[src/rtl/count_sequence_monitor.sv]
// Checks that a sampled WIDTH-bit counter advances by exactly +1 (modulo 2**WIDTH), locks after
// SYNC_LEN good steps, and records every mismatch seen while locked for on-board debug.
module count_sequence_monitor #(
  parameter int WIDTH     = 4,
  parameter int SYNC_LEN  = 2,
  parameter int ERR_CNT_W = 8
) (
  input  logic                 clk,
  input  logic                 RSTn,
  input  logic                 en,
  input  logic                 clear,
  input  logic [WIDTH-1:0]     count_in,
  output logic                 locked,
  output logic                 err,
  output logic                 err_sticky,
  output logic [ERR_CNT_W-1:0] err_count,
  output logic [WIDTH-1:0]     first_exp,
  output logic [WIDTH-1:0]     first_got,
  output logic [1:0]           state
);

  localparam int SC_W = $clog2(SYNC_LEN + 1);
  localparam logic [SC_W-1:0] SYNC_LAST = SC_W'(SYNC_LEN - 1);

  typedef enum logic [1:0] {
    IDLE  = 2'b00,
    SYNC  = 2'b01,
    TRACK = 2'b10
  } state_t;

  state_t               r_state;
  logic [SC_W-1:0]      r_sync_cnt;
  logic [WIDTH-1:0]     r_prev;
  logic                 r_locked;
  logic                 r_err;
  logic                 r_err_sticky;
  logic [ERR_CNT_W-1:0] r_err_count;
  logic [WIDTH-1:0]     r_first_exp;
  logic [WIDTH-1:0]     r_first_got;

  logic [WIDTH-1:0]     w_exp;
  logic                 w_match;
  logic                 w_track_err;
  logic                 w_sticky_base;
  logic [ERR_CNT_W-1:0] w_cnt_base;

  function automatic logic [ERR_CNT_W-1:0] sat_inc(input logic [ERR_CNT_W-1:0] v);
    if (&v) begin
      sat_inc = v;
    end else begin
      sat_inc = v + {{(ERR_CNT_W-1){1'b0}}, 1'b1};
    end
  endfunction

  // Expected value, match decision and status values with a coincident clear already applied
  always_comb begin
    w_exp         = r_prev + {{(WIDTH-1){1'b0}}, 1'b1};
    w_match       = (count_in == w_exp);
    w_track_err   = en & (r_state == TRACK) & ~w_match;
    w_sticky_base = clear ? 1'b0 : r_err_sticky;
    w_cnt_base    = clear ? {ERR_CNT_W{1'b0}} : r_err_count;
  end

  // Lock FSM, previous-sample register and one-cycle error pulse
  always_ff @(posedge clk or negedge RSTn) begin
    if (!RSTn) begin
      r_state    <= IDLE;
      r_sync_cnt <= {SC_W{1'b0}};
      r_prev     <= {WIDTH{1'b0}};
      r_locked   <= 1'b0;
      r_err      <= 1'b0;
    end else begin
      r_err <= w_track_err;
      case (r_state)
        IDLE: begin
          if (en) begin
            r_state    <= SYNC;
            r_sync_cnt <= {SC_W{1'b0}};
          end
        end
        SYNC: begin
          if (en) begin
            if (w_match && (r_sync_cnt == SYNC_LAST)) begin
              r_state    <= TRACK;
              r_locked   <= 1'b1;
              r_sync_cnt <= {SC_W{1'b0}};
            end else if (w_match) begin
              r_sync_cnt <= r_sync_cnt + SC_W'(1);
            end else begin
              r_sync_cnt <= {SC_W{1'b0}};
            end
          end
        end
        TRACK: begin
          if (w_track_err) begin
            r_state    <= SYNC;
            r_locked   <= 1'b0;
            r_sync_cnt <= {SC_W{1'b0}};
          end
        end
        default: begin
          r_state    <= IDLE;
          r_locked   <= 1'b0;
          r_sync_cnt <= {SC_W{1'b0}};
        end
      endcase
      if (en) begin
        r_prev <= count_in;
      end
    end
  end

  // Debug status: a coincident clear wipes history before the new error is logged
  always_ff @(posedge clk or negedge RSTn) begin
    if (!RSTn) begin
      r_err_sticky <= 1'b0;
      r_err_count  <= {ERR_CNT_W{1'b0}};
      r_first_exp  <= {WIDTH{1'b0}};
      r_first_got  <= {WIDTH{1'b0}};
    end else if (w_track_err) begin
      r_err_sticky <= 1'b1;
      r_err_count  <= sat_inc(w_cnt_base);
      if (!w_sticky_base) begin
        r_first_exp <= w_exp;
        r_first_got <= count_in;
      end
    end else if (clear) begin
      r_err_sticky <= 1'b0;
      r_err_count  <= {ERR_CNT_W{1'b0}};
      r_first_exp  <= {WIDTH{1'b0}};
      r_first_got  <= {WIDTH{1'b0}};
    end
  end

  assign locked     = r_locked;
  assign err        = r_err;
  assign err_sticky = r_err_sticky;
  assign err_count  = r_err_count;
  assign first_exp  = r_first_exp;
  assign first_got  = r_first_got;
  assign state      = r_state;

endmodule
[config.mk]
export PLATFORM = sky130hd
export DESIGN_NAME = count_sequence_monitor
export DESIGN_NICKNAME = d
export VERILOG_FILES = /design/src/rtl/count_sequence_monitor.sv
export SDC_FILE = /design/constraint.sdc
export NUM_CORES = 1
export LEC_CHECK = 0
export BUFFER_PORTS_ARGS = -buffer_cell sky130_fd_sc_hd__buf_2
export CAP_MARGIN = 40
export CORE_MARGIN = 2
export CORE_UTILIZATION = 40
export DETAILED_ROUTE_END_ITERATION = 8
export PLACE_DENSITY = 0.63
export SYNTH_ARGS = -nofsm -noshare
export SYNTH_HDL_FRONTEND = slang
export SYNTH_SLANG_ARGS = --single-unit
[constraint.sdc]
create_clock -name clk -period 4.6 [get_ports clk]
set_clock_uncertainty 0.1 [all_clocks]
set_input_delay 0.69 -clock clk [delete_from_list [all_inputs] [get_ports clk]]
set_output_delay 0.69 -clock clk [all_outputs]
set_load 0.01 [all_outputs]
==> key figures, run 1 <==
Status
  – Status: completed

Critical path
  – Crit-path max cell delay: ~0.37 ns
  – Crit path DAT: ~2.5 ns
  – Critical path required time: 4.67 ns
  – CP Launch Type: input pin
  – Worst path slowest cell: mux2_2
  – Crit path cell chain: buf_2 > nor2b_1 > ha_1 > and3b_1 > and3_1 > a211oi_2 > mux2_2
  – Setup CP Type: input pin to flip-flop
  – Top Family by Delay on Critical Path: simple AND/OR/NAND/NOR gates
  – Crit path capture type: flip-flop
  – Buf/Inv on CP: 1
  – CP max FO: 22

STA
  – Final-report setup violation count: 0
  – Peak Freq: 419 MHz
  – RSZ-0062 raised after global routing: no
  – Max Slew Vio Count: 0
  – Fin crit share: just over 50%
  – Relative slew margins: 46.6%
  – Post-Route Setup TNS: 0 ns
  – Final Hold Viols: 0
  – Minimum clock period: between 2 and 2.5 ns
  – Worst slew pin tran: approximately 0.8 ns
  – Worst hold slack: approximately 0.33 ns

Synthesis
  – EDFF count, synth: 0
  – Top_reg_cell synth: dfrtp_1
  – Synth Register Bits: 27
  – Area share of the leading cell type in the synthesized netlist: ~44%
  – Mapped Cells: 135
  – Mean Syn Cell Area: approximately 11 sq um
  – Mapped cell area: 1530 sq um
  – Top cells by area, synth: dfrtp_1 (44%), nand2b_1 (5.3%), o2bb2ai_1 (4.6%)
  – Dominant cell type by area after synthesis: dfrtp_1
  – Synthesis warning total: 0
  – Unique masters post-synth: just over 40
  – Post-Syn Nets: 146
  – Seq/Total Area, Yosys: approximately 44%
  – Top-count cell post-synth: dfrtp_1
  – Post-synth ARST share: 100%
  – Synth cell count leaders: dfrtp_1 (27), nand2b_1 (13), o2bb2ai_1 (8)

Routing
  – Routed Antenna Nets: 0
  – Vias: 1,153
  – Via density: 5.52
  – Post-route DRC: 0
  – Routed wire length: approximately 3200 um
  – Routed WL per cell: 15.3 um
  – First-pass iteration count of the detailed router: 5
  – Iter 0 DRT Violations: between 50 and 60

Placed design
  – Routability Congestion: ~0.85
  – Post-Place Cell Area: ~1700 sq um
  – IO buf count: 28
  – DP Wirelength: about 2200 um

Layout
  – Share of cells above drive strength 1: ~29%
  – Final Cell Area: about 1700 sq um
  – Synth-to-Final Area Change: 14.1%
  – Finished Core Util: 47.6%
  – Filler cell count: roughly 360
  – Nets: 173
  – # diodes: 0

GRT
  – GRT Resource Usage Total: 16.4%
  – First-pass GRT wire length: 5420 um
  – Largest net degree at the start of global routing: 28
  – Vias in the first global route: about 1,100
  – GRT overflow: 0
  – Initial antenna violation count: 0

CTS
  – CTS HTree Levels: 1
  – Worst skew pair latency: roughly 0.27 ns
  – Max clock buf depth: 2
  – Clock root cell: clkbuf_8
  – Clock sinks: 27
  – Post CTS Setup Buffer Count: 0
  – Hold-fix buffers at CTS: 0
  – Num CTS Buffers: 3
  – Clock slew at reported path FFs: around 0.09 ns
  – Resized cells post-CTS: 0
  – TritonCTS clock tree: built

Die
  – Die width: between 60 and 70 um
  – Starting density of the core: between 40% and 50%
  – DIE AREA: ~4300 sq um
  – Ports: 29
  – CORE AREA: 3660 sq um
  – Row count: 22
  – Die height: 65.8 um

Power and ir drop
  – Overall power: about 0.47 mW
  – Leak Pwr: 0.819 nW
  – Peak supply drop: around 0.00014 V
  – PwrDens: 270 nW/um^2

Hold path
  – Worst min path class: input pin to async pin

Job
  – Maxcap violations: 0
==> report_power, final <==
group	leakage, nW	internal [mW]	switching (mW)	total, mW
clock	0.0255	0.0606	0.0738	0.134
combinational	0.433	0.0320	0.0486	0.0806
sequential	0.360	0.246	0.00961	0.256
total	0.819	0.339	0.132	0.471
==> path summary, 6_finish.rpt <==
check                               from       endpoint  slack (ns)  depth (start not counted)
setup reg to reg               r_prev[0]   first_exp[3]        2.40                          5
setup / recovery                   clear   err_count[1]        2.21                          7
max in group asynchronous           RSTn      r_prev[0]        3.67                          1
hold reg to reg            r_sync_cnt[0]  r_sync_cnt[0]        0.39                          1
min in group clk           r_sync_cnt[0]  r_sync_cnt[0]        0.39                          1
hold / removal                      RSTn   err_count[3]        0.33                          1
==> state kept, by name, summed over array words and instances, names as in the netlist <==
signal      flops
err_count       8
r_prev          4
err             1
locked          1
first_got       4
err_sticky      1
first_exp       4
state           2
r_sync_cnt      2
==> cell usage in the layout, fill, tap and decap left out, drive strengths merged, types with 4 or more instances in the layout <==
master	n
buf	28
dfrtp	27
nand2b	13
o2bb2ai	8
nor2b	7
xnor2	7
nor2	6
mux2	6
a211oi	6
nand2	4
and3	4
==> cell type report <==
| class | count | area [sq um] | area share [%] |
|---|---|---|---|
| clock inverters | 1 | 5.00 | 0.287 |
| clock buffers | 3 | 41.3 | 2.37 |
| repair buffers | 28 | 140 | 8.04 |
| multi-input cells | 99 | 810 | 46.4 |
| inverters | 3 | 11.3 | 0.646 |
| well taps | 48 | 60.1 | 3.45 |
| flip-flops and latches | 27 | 676 | 38.8 |
==> stage by stage <==
step / setup WS [ns] / instances
floorplan: 2.21 / 135
global placement: 2.04 / 205
detailed placement: 1.95 / 205
CTS: 2.26 / 209
global route: 2.12 / 209
finish: 2.21 / 209
==> metal layers <==
layer  vias to the layer above  GRT usage (%)  part of all wire, %
met4                         0           5.73                 0.78
met1                       568           22.4                   46
met3                         4           1.53                  4.0
li1                        545              -                    -
met2                        36           27.0                   49
met5                         -              0                    0
==> logic make-up (layout without fill, tap and decap cells) <==
family | Yosys count | in the layout | synth area share (%)
buf+inv | 9 | 35 | 2.78
mux | 8 | 8 | 5.73
compound gates | 31 | 31 | 18.4
flops | 27 | 27 | 44.2
xor+xnor | 11 | 11 | 8.19
fa+ha+maj | 3 | 3 | 2.46
simple gates | 46 | 46 | 18.2
(Power assumes the default switching activity.)
==> run 2, diff against run 1 <==
clock period = 2.4 ns   (was 4.6 ns; I/O delays follow)
==> run 2 against run 1 <==
Die area did not move. Highest routed layer unchanged. Combinational power rose by 96%. Sequential share of layout area fell by 0.66 points. Worst hold slack got worse by 0.35 ns. The run now ends with hold timing left. Utilization rose by 0.82 points. Final area rose by 1.7%. First-iteration DRC count fell by 33%. Via count fell by 4.0%.
==> key figures, run 2 (synthesis results as in run 1) <==
Power and ir drop
  – Int Pwr: roughly 0.66 mW
  – Flop pwr share: between 50% and 60%
  – Logic gate share of total power: 17.3%
  – Clock share of power: 29.1%
  – PwrDens: roughly 510 nW/um^2
  – P_sw: roughly 0.26 mW
  – Leak Pwr: roughly 0.84 nW
  – Peak supply drop: about 0.00022 V
  – Switching Share: approximately 28%

Die
  – Die height: 65.8 um
  – Ports: 29
  – Starting density of the core: a little over two fifths
  – DIE AREA: approximately 4300 sq um
  – Row count: 22
  – Die width: roughly 66 um
  – CORE AREA: about 3700 sq um

STA
  – Minimum clock period: between 2 and 2.5 ns
  – Final-report setup violation count: 0
  – Max Slew Vio Count: 0
  – Relative slew margins: roughly three fifths
  – Worst hold slack: -0.0194 ns
  – Final Hold Viols: 22
  – Fin crit share: about nine tenths
  – Peak Freq: about 460 MHz
  – Worst slew pin tran: 0.619 ns
  – Post-Route Setup TNS: 0 ns
  – RSZ-0062 raised after global routing: no

Routing
  – Vias: approximately 1,100
  – Iter 0 DRT Violations: 36
  – Routed wl met3: around 110 um
  – Routed WL per cell: roughly 14 um
  – Via density: 5.20
  – Routed Antenna Nets: 0
  – First-pass iteration count of the detailed router: 4
  – Post-route DRC: 0
  – Met2 wire length: 1400 um
  – Top layer in use: met4
  – Met1 Wirelength: ~1500 um
  – Routed wire length: between 3000 and 4000 um

Critical path
  – CP Launch Type: flip-flop
  – CP max FO: 13
  – Worst path slowest cell: dfrtp_1
  – Crit path DAT: between 2 and 2.5 ns
  – Crit path capture type: flip-flop
  – Setup CP Type: flip-flop to flip-flop
  – Reg-to-reg endpoint: err_count[1]
  – Crit-path max cell delay: approximately 0.44 ns
  – Cell count of the worst reg-to-reg path: 5
  – Crit path cell chain: ha_1 > xnor3_1 > and3_4 > a211oi_2 > mux2_2
  – Worst R2R Setup Slack: 0.24 ns
  – Critical path required time: about 2.5 ns
  – R2R Path Start: r_prev[0]

GRT
  – GRT Resource Usage Total: between 10% and 20%
  – First-pass GRT wire length: approximately 5200 um
  – Largest net degree at the start of global routing: 28
  – GRT overflow: 0
  – Initial antenna violation count: 0
  – Vias in the first global route: 1,090

Placed design
  – Routability Congestion: a little under 0.9
  – Dpl cells: about 210
  – DP Wirelength: about 2200 um
  – IO buf count: 28

Layout
  – Share of cells above drive strength 1: a little under a third
  – Filler cell count: 365
  – Number of flip-flops in the largest register: 8
  – Nets: roughly 180
  – Post-route insts no fill: roughly 210
  – # diodes: 0
  – Commonest non-fill, non-tap cell in the layout: buf_2
  – Synth-to-Final Area Change: 16.1%
  – Most frequent cells in the layout: buf_2 (28), dfrtp_1 (27), nand2b_1 (13)

Job
  – Maxcap violations: 0

CTS
  – Hold-fix buffers at CTS: 0
  – CTS HTree Levels: 1
  – Num CTS Buffers: 3
  – Max clock buf depth: 2
  – Clock root cell: clkbuf_8
  – Clock slew at reported path FFs: 0.10 ns
  – Clock sinks: 27
  – Resized cells post-CTS: 0
  – Worst skew pair latency: 0.28 ns
  – TritonCTS clock tree: built
  – Post CTS Setup Buffer Count: 0

Status
  – Failing checks: hold timing
  – Status: complete, but fails checks

Hold path
  – Worst min path class: input pin to async pin
==> run 2: cell types whose count changed in the layout (fill, tap and decap cells not counted), sizes merged <==
cell	change
buf	+4
==> run 2: per-stage QoR <==
| step | total power [mW] | setup WS, ns | utilization [%] | area (sq um) | hold WS, ns |
|---|---|---|---|---|---|
| 2_1_floorplan | 0.612 | 0.339 | - | 1530 | -0.0356 |
| 3_3_place_gp | 0.654 | 0.336 | 47.2 | 1730 | 0.308 |
| 3_5_place_dp | 0.659 | 0.256 | 47.2 | 1730 | 0.319 |
| 4_1_cts | 0.925 | 0.232 | 48.4 | 1770 | 0.00591 |
| 5_1_grt | 0.960 | 0.133 | 48.4 | 1770 | 0.0212 |
| 6_report | 0.913 | 0.242 | 48.4 | 1770 | -0.0194 |
==> run 2: worst max path at each step <==
stage | start | to | slack (ns) | cells past startpoint
2_1_floorplan | clear | err_count[1] | 0.34 | 7
3_3_place_gp | r_prev[0] | err_count[1] | 0.34 | 5
3_5_place_dp | r_prev[0] | err_count[1] | 0.26 | 5
4_1_cts | r_prev[0] | err_count[1] | 0.23 | 5
5_1_grt | r_prev[0] | err_count[1] | 0.13 | 5
6_report | r_prev[0] | err_count[1] | 0.24 | 5
==> run 2: layout make-up <==
type	count	area, sq um	share of cell area, %
Inverter	3	11.3	0.635
Clock buffer	3	41.3	2.33
Multi-Input combinational cell	99	810	45.7
Tap cell	48	60.1	3.39
Sequential cell	27	676	38.1
Timing Repair Buffer	32	170	9.60
Clock inverter	1	5.00	0.282
==> run 2: worst max-delay path, delay by kind of cell, from the launching register on <==
family          cells  cell delay, ns
compound gates      1            0.28
simple gates        1            0.23
xor+xnor            1            0.38
mux                 1            0.37
flops               1            0.44
fa+ha+maj           1            0.25
==> run 2: power groups by stage <==
stage | registers (mW) | clock network (mW) | logic [mW]
floorplan | 0.500 | 0 | 0.112
global placement | 0.498 | 0 | 0.157
detailed placement | 0.499 | 0 | 0.160
CTS | 0.490 | 0.274 | 0.161
global route | 0.492 | 0.292 | 0.176
finish | 0.489 | 0.265 | 0.158
==> run 2: routing by layer <==
layer / vias to the layer above / GRT usage [%]
met5: - / 0
met4: 0 / 5.99
met3: 5 / 2.21
met2: 21 / 25.0
met1: 525 / 21.0
li1: 556 / -
==> run 3, diff against run 2 <==
RECOVER_POWER = 50   (was not set)
==> run 3 against run 2 <==
The flow finishes with violations (capacitance limit). Flip-flop and latch count is the same. Routed wire length grew 0.49%. Final area decreased by 0.49%. Non-clock buffer count unchanged. First-iteration DRC count decreased by 5.6%. Critical path depth unchanged. Clock power about the same. Global-route usage unchanged. Fmax is the same. Largest cell class unchanged.
==> key figures, run 3 (synthesis results as in run 1) <==
Power and ir drop
  – P_sw: 0.257 mW
  – Logic gate share of total power: 17.3%
  – Int Pwr: about 0.66 mW
  – Leak Pwr: approximately 0.81 nW
  – Flop pwr share: 53.6%
  – Switching Share: approximately 28%
  – PwrDens: between 500 and 600 nW/um^2
  – Clock share of power: just under 30%
  – Overall power: 0.912 mW
  – Peak supply drop: 0.000223 V

Layout
  – # diodes: 0
  – Commonest non-fill, non-tap cell in the layout: dfrtp_1
  – Share of cells above drive strength 1: about a quarter
  – Most frequent cells in the layout: dfrtp_1 (27), buf_2 (21), nand2b_1 (13)
  – Nets: between 150 and 200
  – Synth-to-Final Area Change: 15.5%
  – Finished Core Util: just under 50%
  – Number of flip-flops in the largest register: 8

Die
  – Starting density of the core: a little over two fifths
  – Row count: 22
  – Die width: roughly 66 um
  – Ports: 29
  – CORE AREA: between 3000 and 4000 sq um
  – DIE AREA: ~4300 sq um
  – Die height: roughly 66 um

Routing
  – Routed wire length: approximately 3000 um
  – Via density: a little over 5
  – First-pass iteration count of the detailed router: 4
  – Post-route DRC: 0
  – Routed WL per cell: roughly 14 um
  – Iter 0 DRT Violations: 34
  – Vias: around 1,100
  – Routed Antenna Nets: 0

STA
  – Minimum clock period: between 2 and 2.5 ns
  – Worst slew pin tran: roughly 1.5 ns
  – Final Hold Viols: 0
  – Max Slew Vio Count: 0
  – Post-Route Setup TNS: 0 ns
  – Peak Freq: 463 MHz
  – Final-report setup violation count: 0
  – Final setup margin: 0.242 ns
  – Worst hold slack: 0.230 ns
  – Relative slew margins: less than 1%
  – Fin crit share: roughly nine tenths
  – RSZ-0062 raised after global routing: no

Critical path
  – Crit path capture type: flip-flop
  – Setup CP Type: flip-flop to flip-flop
  – Crit path DAT: between 2 and 2.5 ns
  – CP max FO: 13
  – Critical path required time: between 2 and 2.5 ns
  – R2R Path Start: r_prev[0]
  – Worst R2R Setup Slack: between 0.2 and 0.25 ns
  – Reg-to-reg endpoint: err_count[1]
  – CP Launch Type: flip-flop
  – Cell count of the worst reg-to-reg path: 5

Status
  – Failing checks: capacitance limit
  – Status: complete, but fails checks

GRT
  – Largest net degree at the start of global routing: 28
  – GRT Resource Usage Total: about 15%
  – GRT overflow: 0
  – Vias in the first global route: between 1,000 and 1,500
  – First-pass GRT wire length: around 5200 um
  – Initial antenna violation count: 0

Hold path
  – Hold-critical path endpoint: first_got[1]
  – Hold Path Cell Cnt: 2
  – Worst min path class: input pin to flip-flop
  – Hold_sp: count_in[1]

CTS
  – CTS HTree Levels: 1
  – Max clock buf depth: 2
  – Resized cells post-CTS: 0
  – Worst skew pair latency: between 0.2 and 0.3 ns
  – Hold-fix buffers at CTS: 0
  – Num CTS Buffers: 3
  – Clock sinks: 27
  – Post CTS Setup Buffer Count: 0
  – Clock slew at reported path FFs: ~0.10 ns
  – Clock root cell: clkbuf_8
  – TritonCTS clock tree: built

Placed design
  – Routability Congestion: slightly below 0.9
  – Dpl ws: approximately 0.26 ns
  – IO buf count: 28
  – DP Wirelength: roughly 2200 um

Job
  – Maxcap violations: 1
-- run 3: cell count changes in the layout (fill, tap and decap cells not counted), sizes merged --
cell    delta
clkbuf     +7
buf        -7
-- run 3: area by class of cell --
class | instances | area [sq um]
tap | 48 | 60.1
fill | 368 | 1900
sequential | 27 | 676
inverter | 3 | 11.3
clock buffer | 3 | 41.3
timing repair buffer | 32 | 161
multi-input combinational | 99 | 810
clock inverter | 1 | 5.00
-- run 3: power by group through the flow --
stage | clock network (mW) | logic [mW] | registers [mW]
after floorplan | 0 | 0.112 | 0.500
after detailed placement | 0 | 0.160 | 0.499
after CTS | 0.274 | 0.161 | 0.490
after global placement | 0 | 0.157 | 0.498
final | 0.265 | 0.158 | 0.489
after global routing | 0.292 | 0.176 | 0.492
-- run 3: how the worst max path moves through the flow --
stage	startpoint	end	slack, ns	cells after the start
finish	r_prev[0]	err_count[1]	0.24	5
global route	r_prev[0]	err_count[1]	0.13	5
global placement	r_prev[0]	err_count[1]	0.34	5
detailed placement	r_prev[0]	err_count[1]	0.26	5
CTS	r_prev[0]	err_count[1]	0.23	5
floorplan	clear	err_count[1]	0.34	7
-- run 3: critical path, stage by stage, from the launching register on --
cell      delay (ns)
dfrtp_1         0.44
ha_1            0.25
xnor3_1         0.38
and3_4          0.23
a211oi_2        0.28
mux2_2          0.37
-- run 3: through the flow --
| stage | std cells | instance area [sq um] |
|---|---|---|
| finish | 213 | 1760 |
| global route | 213 | 1760 |
| CTS | 213 | 1770 |
| detailed placement | 209 | 1730 |
| global placement | 209 | 1730 |
| floorplan | 135 | 1530 |
-- run 3: metal layers --
| metal | wire length, um | track usage, % |
|---|---|---|
| met3 | 118 | 2.21 |
| met5 | 0 | 0 |
| met1 | 1510 | 21.0 |
| met2 | 1400 | 25.0 |
| met4 | 44 | 5.99 |
